===== src/rtl/rr_grant_sequencer_pkg.sv =====
// Shared definitions for the round-robin grant sequencer: requester count,
// index width, counter widths, FSM state type and pointer-advance helper.
package rr_grant_sequencer_pkg;

    localparam int unsigned NUM_REQ    = 4;
    localparam int unsigned IDX_W      = 2;
    localparam int unsigned GAP_CNT_W  = 4;
    localparam int unsigned HOLD_CNT_W = 8;

    typedef enum logic [1:0] {
        ST_IDLE  = 2'd0,
        ST_GRANT = 2'd1,
        ST_GAP   = 2'd2
    } rr_state_e;

    // Rotation pointer after a release: the owner's successor, wrapping 3 -> 0,
    // which leaves the released owner ranked lowest in the next pick.
    function automatic logic [IDX_W-1:0] next_ptr(input logic [IDX_W-1:0] idx);
        return idx + 2'd1;
    endfunction

endpackage


===== src/rtl/rr_grant_sequencer_pick4.sv =====
// rr_pick4: combinational round-robin picker for four requesters.
// Rotates req so ptr lands at bit 0, takes the lowest set bit, then adds ptr
// back to recover the absolute requester index.
module rr_pick4
    import rr_grant_sequencer_pkg::*;
(
    input  logic [NUM_REQ-1:0] req,
    input  logic [IDX_W-1:0]   ptr,
    output logic               any,
    output logic [IDX_W-1:0]   idx
);

    logic [NUM_REQ-1:0] w_rot;
    logic [IDX_W-1:0]   w_pos;
    logic [IDX_W-1:0]   w_off;
    logic               w_found;

    // Rotate, fixed-priority scan from bit 0, un-rotate.
    always_comb begin
        w_rot   = '0;
        w_pos   = '0;
        w_off   = '0;
        w_found = 1'b0;
        for (int unsigned i = 0; i < NUM_REQ; i++) begin
            w_pos    = IDX_W'(i) + ptr;
            w_rot[i] = req[w_pos];
        end
        for (int unsigned i = 0; i < NUM_REQ; i++) begin
            if (w_rot[i] && !w_found) begin
                w_found = 1'b1;
                w_off   = IDX_W'(i);
            end
        end
    end

    assign any = |req;
    assign idx = w_off + ptr;

endmodule


===== src/rtl/rr_grant_sequencer.sv =====
// rr_grant_sequencer: four-way round-robin arbiter driving a 2-to-4 tristate
// decoder (grant_idx -> I, grant_valid -> Enable). A grant is held until the
// owner releases it, then GAP_CYCLES dead cycles separate it from the next
// grant so decoder outputs never overlap on handover.
// Optional feature: define RR_TIMEOUT_EN to force-release a grant after
// HOLD_MAX cycles, pulsing timeout on the first dead cycle.
module rr_grant_sequencer
    import rr_grant_sequencer_pkg::*;
#(
    parameter int unsigned GAP_CYCLES = 1,
    parameter int unsigned HOLD_MAX   = 64
) (
    input  logic               clk,
    input  logic               reset,
    input  logic [NUM_REQ-1:0] req,
    input  logic               done,
    output logic [IDX_W-1:0]   grant_idx,
    output logic               grant_valid,
    output logic               timeout
);

    if (GAP_CYCLES < 1 || GAP_CYCLES > 15) begin : g_bad_gap
        $error("rr_grant_sequencer: GAP_CYCLES must be 1..15");
    end
    if (HOLD_MAX < 2 || HOLD_MAX > 255) begin : g_bad_hold
        $error("rr_grant_sequencer: HOLD_MAX must be 2..255");
    end

    localparam logic [GAP_CNT_W-1:0] GAP_LAST = GAP_CNT_W'(GAP_CYCLES - 1);

    rr_state_e             r_state;
    logic [IDX_W-1:0]      r_ptr;
    logic [GAP_CNT_W-1:0]  r_gap_cnt;
    logic [IDX_W-1:0]      r_grant_idx;
    logic                  r_grant_valid;
    logic                  r_timeout;

    logic                  w_pick_any;
    logic [IDX_W-1:0]      w_pick_idx;
    logic                  w_owner_req;
    logic                  w_hold_expired;
    logic                  w_forced;
    logic                  w_release;

    rr_pick4 u_pick (
        .req (req),
        .ptr (r_ptr),
        .any (w_pick_any),
        .idx (w_pick_idx)
    );

    assign w_owner_req = req[r_grant_idx];

`ifdef RR_TIMEOUT_EN
    localparam logic [HOLD_CNT_W-1:0] HOLD_LAST = HOLD_CNT_W'(HOLD_MAX - 1);

    logic [HOLD_CNT_W-1:0] r_hold_cnt;

    // Hold counter: zero outside GRANT so every grant starts from 0, saturating count inside.
    always_ff @(posedge clk) begin
        if (reset || r_state != ST_GRANT) begin
            r_hold_cnt <= '0;
        end else if (r_hold_cnt != '1) begin
            r_hold_cnt <= r_hold_cnt + 1'b1;
        end
    end

    assign w_hold_expired = (r_hold_cnt == HOLD_LAST);
    // A revoke counts as forced only when the owner was not releasing anyway.
    assign w_forced       = w_hold_expired && !done && w_owner_req;
`else
    assign w_hold_expired = 1'b0;
    assign w_forced       = 1'b0;
`endif

    assign w_release = done || !w_owner_req || w_hold_expired;

    // Arbitration FSM with registered grant outputs.
    always_ff @(posedge clk) begin
        if (reset) begin
            r_state       <= ST_IDLE;
            r_ptr         <= '0;
            r_gap_cnt     <= '0;
            r_grant_idx   <= '0;
            r_grant_valid <= 1'b0;
            r_timeout     <= 1'b0;
        end else begin
            r_timeout <= 1'b0;
            case (r_state)
                ST_IDLE: begin
                    r_grant_valid <= 1'b0;
                    if (w_pick_any) begin
                        r_state       <= ST_GRANT;
                        r_grant_idx   <= w_pick_idx;
                        r_grant_valid <= 1'b1;
                    end
                end
                ST_GRANT: begin
                    if (w_release) begin
                        r_state       <= ST_GAP;
                        r_grant_valid <= 1'b0;
                        r_ptr         <= next_ptr(r_grant_idx);
                        r_gap_cnt     <= '0;
                        r_timeout     <= w_forced;
                    end
                end
                ST_GAP: begin
                    r_grant_valid <= 1'b0;
                    if (r_gap_cnt == GAP_LAST) begin
                        if (w_pick_any) begin
                            r_state       <= ST_GRANT;
                            r_grant_idx   <= w_pick_idx;
                            r_grant_valid <= 1'b1;
                        end else begin
                            r_state <= ST_IDLE;
                        end
                    end else if (r_gap_cnt != '1) begin
                        r_gap_cnt <= r_gap_cnt + 1'b1;
                    end
                end
                default: begin
                    r_state       <= ST_IDLE;
                    r_grant_valid <= 1'b0;
                end
            endcase
        end
    end

    assign grant_idx   = r_grant_idx;
    assign grant_valid = r_grant_valid;
    assign timeout     = r_timeout;

endmodule

===== config.mk =====
export PLATFORM = sky130hd
export DESIGN_NAME = rr_grant_sequencer
export DESIGN_NICKNAME = d
export VERILOG_FILES = /design/src/rtl/rr_grant_sequencer_pkg.sv /design/src/rtl/rr_grant_sequencer_pick4.sv /design/src/rtl/rr_grant_sequencer.sv
export SDC_FILE = /design/constraint.sdc
export NUM_CORES = 1
export LEC_CHECK = 0
export ABC_AREA = 1
export CAP_MARGIN = 20
export CORE_MARGIN = 4
export CORE_UTILIZATION = 50
export DETAILED_ROUTE_END_ITERATION = 7
export GPL_TIMING_DRIVEN = 1
export PLACE_DENSITY = 0.74
export SYNTH_ARGS = -nofsm -noshare
export SYNTH_HDL_FRONTEND = slang
export SYNTH_SLANG_ARGS = --single-unit

===== constraint.sdc =====
create_clock -name clk -period 3.9 [get_ports clk]
set_input_delay 1.17 -clock clk [delete_from_list [all_inputs] [get_ports clk]]
set_output_delay 1.17 -clock clk [all_outputs]
set_load 0.005 [all_outputs]

Word level (Yosys, flattened, before mapping)

Index checks and enable logic that the tools add are counted.
Widths: inputs -> output; s select.

Input port bits: 7
Word-level logic and storage cells: 73
Register bits: 11

Reduce and logical (&&, ||, !) cells: 17
Order comparisons: 5
Muxes and demuxes: 32
Equal/unequal tests: 8
Add/sub/neg operators: 6

Operators with widths:

| cell                | number |
|---|---|
| $lt 2x3->1 const B  | 5 |
| $mux 2              | 7 |
| $mux 1              | 13 |
| $mux 4              | 3 |
| $bmux 1 s2          | 5 |
| $ne 2x2->1 const B  | 4 |
| $pmux 4 s2          | 1 |
| $pmux 2 s3          | 1 |
| $add 2x2->2 const A | 2 |
| $add 4x1->4 const B | 1 |
| $logic_not 1->1     | 4 |
| $logic_not 4->1     | 1 |
| $ne 4x4->1 const B  | 1 |
| $pmux 2 s2          | 1 |
| $reduce_and 2->1    | 2 |
| $reduce_and 4->1    | 1 |
| $reduce_bool 2->1   | 2 |
| $reduce_or 4->1     | 1 |
| $logic_and 1x1->1   | 3 |
| $pmux 1 s3          | 1 |
| $reduce_and 3->1    | 1 |
| $add 1x2->2 const A | 1 |
| $add 2x1->2 const B | 1 |
| $add 2x2->2         | 1 |
| other kinds (5)     | 5 |

Longest topological paths before layout

Word-level depth: 16
Depth in mapped cells: 15
Mapped depth without buffers: 14

By module

From an unflattened synthesis, not the netlist that was laid out.

Cell total of the unflattened synthesis: 144
Area total of the unflattened synthesis: 905.9 um^2

By module, submodules not included:

| module             | seq. area each (um^2) | area each (um^2) | cells each | instances |
|---|---|---|---|---|
| rr_grant_sequencer | 220.2                 | 635.6            | 88         | 1 |
| rr_pick4           | 0.0                   | 270.3            | 56         | 1 |

Worst setup path before layout

No wires, ideal clock.

Kind: input-to-reg
From: input port req[0]
To: register r_grant_idx[1] (netlist: grant_idx[1])
Slack: 1.607 ns
Setup time: 0.109 ns
Data arrival time: 2.185 ns
Required time: 3.791 ns
Stages on the path: 13
Path buffers: 0
Cell sequence: inv_1 -> nand2_1 -> nand2_1 -> nand2_1 -> a31oi_1 -> nor2_1 -> ha_1 -> xnor2_1 -> inv_1 -> nand2_1 -> nand3_1 -> nand2_1 -> inv_1

Longest elaborated chain between the ends: 16

RTL lines:

| element                      | RTL line                                            | RTL |
|---|---|---|
| from (decl)                  | rr_grant_sequencer.sv:15                            | `input logic [NUM_REQ-1:0] req,` |
| $bmux 1 s2                   | rr_grant_sequencer_pick4.sv:26                      | `w_rot[i] = req[w_pos];` |
| $mux 1 (not written as such) | rr_grant_sequencer_pick4.sv:26                      |  |
| $mux 1                       | rr_grant_sequencer_pick4.sv:29                      | `if (w_rot[i] && !w_found) begin` |
| $logic_not 1->1              | rr_grant_sequencer_pick4.sv:29                      |  |
| $logic_and 1x1->1            | rr_grant_sequencer_pick4.sv:29                      |  |
| $mux 1                       | rr_grant_sequencer_pick4.sv:29                      |  |
| $logic_not 1->1              | rr_grant_sequencer_pick4.sv:29                      |  |
| $logic_and 1x1->1            | rr_grant_sequencer_pick4.sv:29                      |  |
| $mux 1                       | rr_grant_sequencer_pick4.sv:29                      |  |
| $logic_not 1->1              | rr_grant_sequencer_pick4.sv:29                      |  |
| $logic_and 1x1->1            | rr_grant_sequencer_pick4.sv:29                      |  |
| $mux 2                       | rr_grant_sequencer_pick4.sv:29                      |  |
| $add 2x2->2                  | rr_grant_sequencer_pick4.sv:37                      | `assign idx = w_off + ptr;` |
| $mux 2 (*)                   | rr_grant_sequencer.sv:92, rr_grant_sequencer.sv:110 |  |
| $mux 2                       | rr_grant_sequencer.sv:109                           | `if (r_gap_cnt == GAP_LAST) begin` |
| $pmux 2 s2 (*)               | rr_grant_sequencer.sv:89                            | `case (r_state)` |
| to (signal assigned)         | rr_grant_sequencer.sv:94                            | `r_grant_idx <= w_pick_idx;` |
| to (signal assigned)         | rr_grant_sequencer.sv:112                           | `r_grant_idx <= w_pick_idx;` |
| to (decl)                    | rr_grant_sequencer.sv:34                            | `logic [IDX_W-1:0] r_grant_idx;` |

Every way passes the cells marked *; elsewhere a longest branch is shown, timed or not. The select of a mux whose other input is x is not followed.
A chain may end at the register's enable or synchronous reset.

Final worst setup path

From: input port req[1]
To: register r_grant_idx[1] (netlist: grant_idx[1])

Same word-level chain as after synthesis.

==> results_dict.tcl <==
set metrics [dict create \
    fin_nets 154 \
    cts_resized 0 \
    syn-cell-area_sq_um 792 \
    cts_buffers 3 \
    drt_iter0_markers 30 \
    vdd_drop_max_v 0.000257 \
    vias 826 \
    grt_antenna_before_repair 0 \
    fin_setup_tns_ps 0 \
    rows 14 \
    post_cts.repair.setup_buffers 0 \
    drc 0 \
    fp.dieH_um 47.8 \
    worstSetupStartpointType "primary input" \
    fin_worst_skew_ps 5.14 \
    routed_via_density 5.19 \
    power_frac_comb_pct 39.4 \
    crit_type "in2reg" \
    dpl.hpwl_um 1290 \
    hold_path.class "reg2reg" \
    p_seq_share_pct 40.1 \
    tritoncts "built" \
    timing.fmax_mhz 376 \
    status "completed" \
    path_clk_slew_ps 70 \
    drt-wirelength-per-cell_um 10.4 \
    track_usage_pct 16.9 \
    synth_edf_count 0 \
    diodes 0 \
    max_cap_violations 0 \
    core-area_sq_um 1510 \
    cts_root_buf "clkbuf_4" \
    async_reset_ff_share_pct 0 \
    synth.most_common_cell "nand2_1" \
    drt_wl_total_um 1660 \
    p_switching_w 0.000141 \
    antenna_left 0 \
    grt_pass1_wl_um 2700 \
    crit_start "req[1]" \
    synth.top_cell.area_share_pct 27.8 \
    worstHoldStart "grant_valid" \
    yosys.area.top_type "dfxtp_1" \
    die_area_sq_um 2280 \
    overflow 0 \
    crit_path_end_kind "flip-flop" \
    arrival_ps 2830 \
    ys_seq_elements 11 \
    avgSynthCellArea_sq_um 5.95 \
    die_w_um 47.8 \
    hold_buffers 0 \
    gp_congestion 0.767 \
    drive_above_1_share_pct 6.99 \
    grt_pass1_vias 680 \
    clock_latency_ps 270 \
    total_leakage_power_nw 0.445 \
    cts_buffer_depth 2 \
    switching_share_pct 38.2 \
    cts_sinks 11 \
    cp_max_fo 4 \
    ios 11 \
    synth_common_cells "nand2_1 (52), inv_1 (16), nand3_1 (12), a21oi_1 (11), dfxtp_1 (11)" \
    grt_max_degree 12 \
    timing.final.crit_share_pct 68.1 \
    setup_viol 0 \
    yosys_warnings 0 \
    finalCriticalPeriod_ps 2660 \
    rsz0062_at_grt "no" \
    synth.area.top_cells "dfxtp_1 (28%), nand2_1 (25%), nand3_1 (7.6%)" \
    portBuffers 9 \
    final-hold-violation-count 0 \
    placed_cells 155 \
    firstDrtPassIters 4 \
    stdcell_count 159 \
    ys_types 22 \
    cp.required_ps 4070 \
    syn_nets 143 \
    area_delta_synth_final_pct 13.9 \
    ys_seq_area_share_pct 27.8 \
    clockPowerShare_pct 20.5 \
    r2r-start "r_ptr[0]" \
    initial_core_util_pct 52.6 \
    p_int_w 0.000229 \
    powerDensity_nw_per_um2 410 \
    netlist_instances 133 \
    ys.flop_type "dfxtp_1" \
    cts.htree.levels 1 \
    final_util_pct 59.9 \
    drv_slew 0 \
]
## stage by stage
stage          worst slack, ps  area, sq um  hold slack (ps)  power [W]
3_5_place_dp               979          876              463   0.000294
2_1_floorplan             1610          792              449   0.000258
3_3_place_gp              1030          876              449   0.000292
5_1_grt                   1120          902              505   0.000401
6_report                  1240          902              468   0.000370
4_1_cts                   1260          902              472   0.000372
## cell families after synthesis
group / share of synthesized area, %
AOI/OAI and AO/OA: 11.5
xor gates and xnor gates: 3.32
adders and majority gates: 4.74
buffers and inverters: 12.6
DFF: 27.8
other: 0.473
and+or+nand+nor: 39.5
## worst max-delay path, stage by stage
cell and delay [ps]:
clkdlybuf4s50_1 480, inv_1 80, nand2_1 80, nand2_1 60, nand2_1 50, nand2_1 60
a31oi_1 150, nor2_1 60, ha_1 190, xnor2_1 170, inv_1 60, nand2_1 60
nand3_1 60, nand2_1 60, inv_1 30
## cell type report
class                   count  area, sq um
clock buffers               4         26.3
well taps                  16         20.0
fillers                   150          604
multi-input cells         100          472
repair buffers              9         90.1
inverters                  19         73.8
flip-flops and latches     11          220
## flip-flops by register name, indices dropped and copies added, names as in the netlist
name,cells
grant_idx,2
grant_valid,1
r_gap_cnt,4
r_ptr,2
r_state,2
## worst paths after layout
| path | end | slack [ps] | cells after the start |
|---|---|---|---|
| hold reg to reg | grant_valid | 470 | 2 |
| setup / recovery | grant_idx[1] | 1240 | 15 |
| setup reg to reg | grant_idx[1] | 1990 | 14 |
| hold / removal | grant_valid | 470 | 2 |
## power by group through the flow
stage	Clock, W	Combinational [W]	Sequential [W]
after floorplan	0	0.000114	0.000144
after global placement	0	0.000143	0.000150
after detailed placement	0	0.000144	0.000150
after CTS	0.0000788	0.000146	0.000148
after global routing	0.0000833	0.000168	0.000150
final	0.0000759	0.000146	0.000148
## cells in the final DEF, fill, tap and decap left out
| cell | netlist | routed |
|---|---|---|
| inv_2 | 2 | 2 |
| nand4_1 | 1 | 1 |
| a21oi_1 | 11 | 11 |
| nor2_2 | 1 | 1 |
| nand2_1 | 52 | 52 |
| inv_4 | 1 | 1 |
| dfxtp_1 | 11 | 11 |
| o211ai_1 | 1 | 1 |
| ha_1 | 3 | 3 |
| o21a_1 | 1 | 1 |
| nor2_1 | 7 | 7 |
| xor2_1 | 2 | 2 |
| a31oi_1 | 1 | 1 |
| or2_2 | 1 | 1 |
| clkdlybuf4s50_1 | 0 | 9 |
| conb_1 | 1 | 1 |
| nand2_2 | 2 | 2 |
| xnor2_1 | 1 | 1 |
| inv_1 | 16 | 16 |
| nand3_1 | 12 | 12 |
| clkbuf_1 | 0 | 1 |
| o21ai_0 | 3 | 3 |
| clkbuf_4 | 0 | 3 |
## per-layer routing
metal | track usage (%) | vias up | wire length, um
met2 | 29.8 | 20 | 837
li1 | - | 436 | -
met3 | 3.38 | 4 | 75
met1 | 19.7 | 366 | 724
met5 | 0 | - | 0
met4 | 6.45 | 0 | 22
Power figures use the tool's default switching activity.
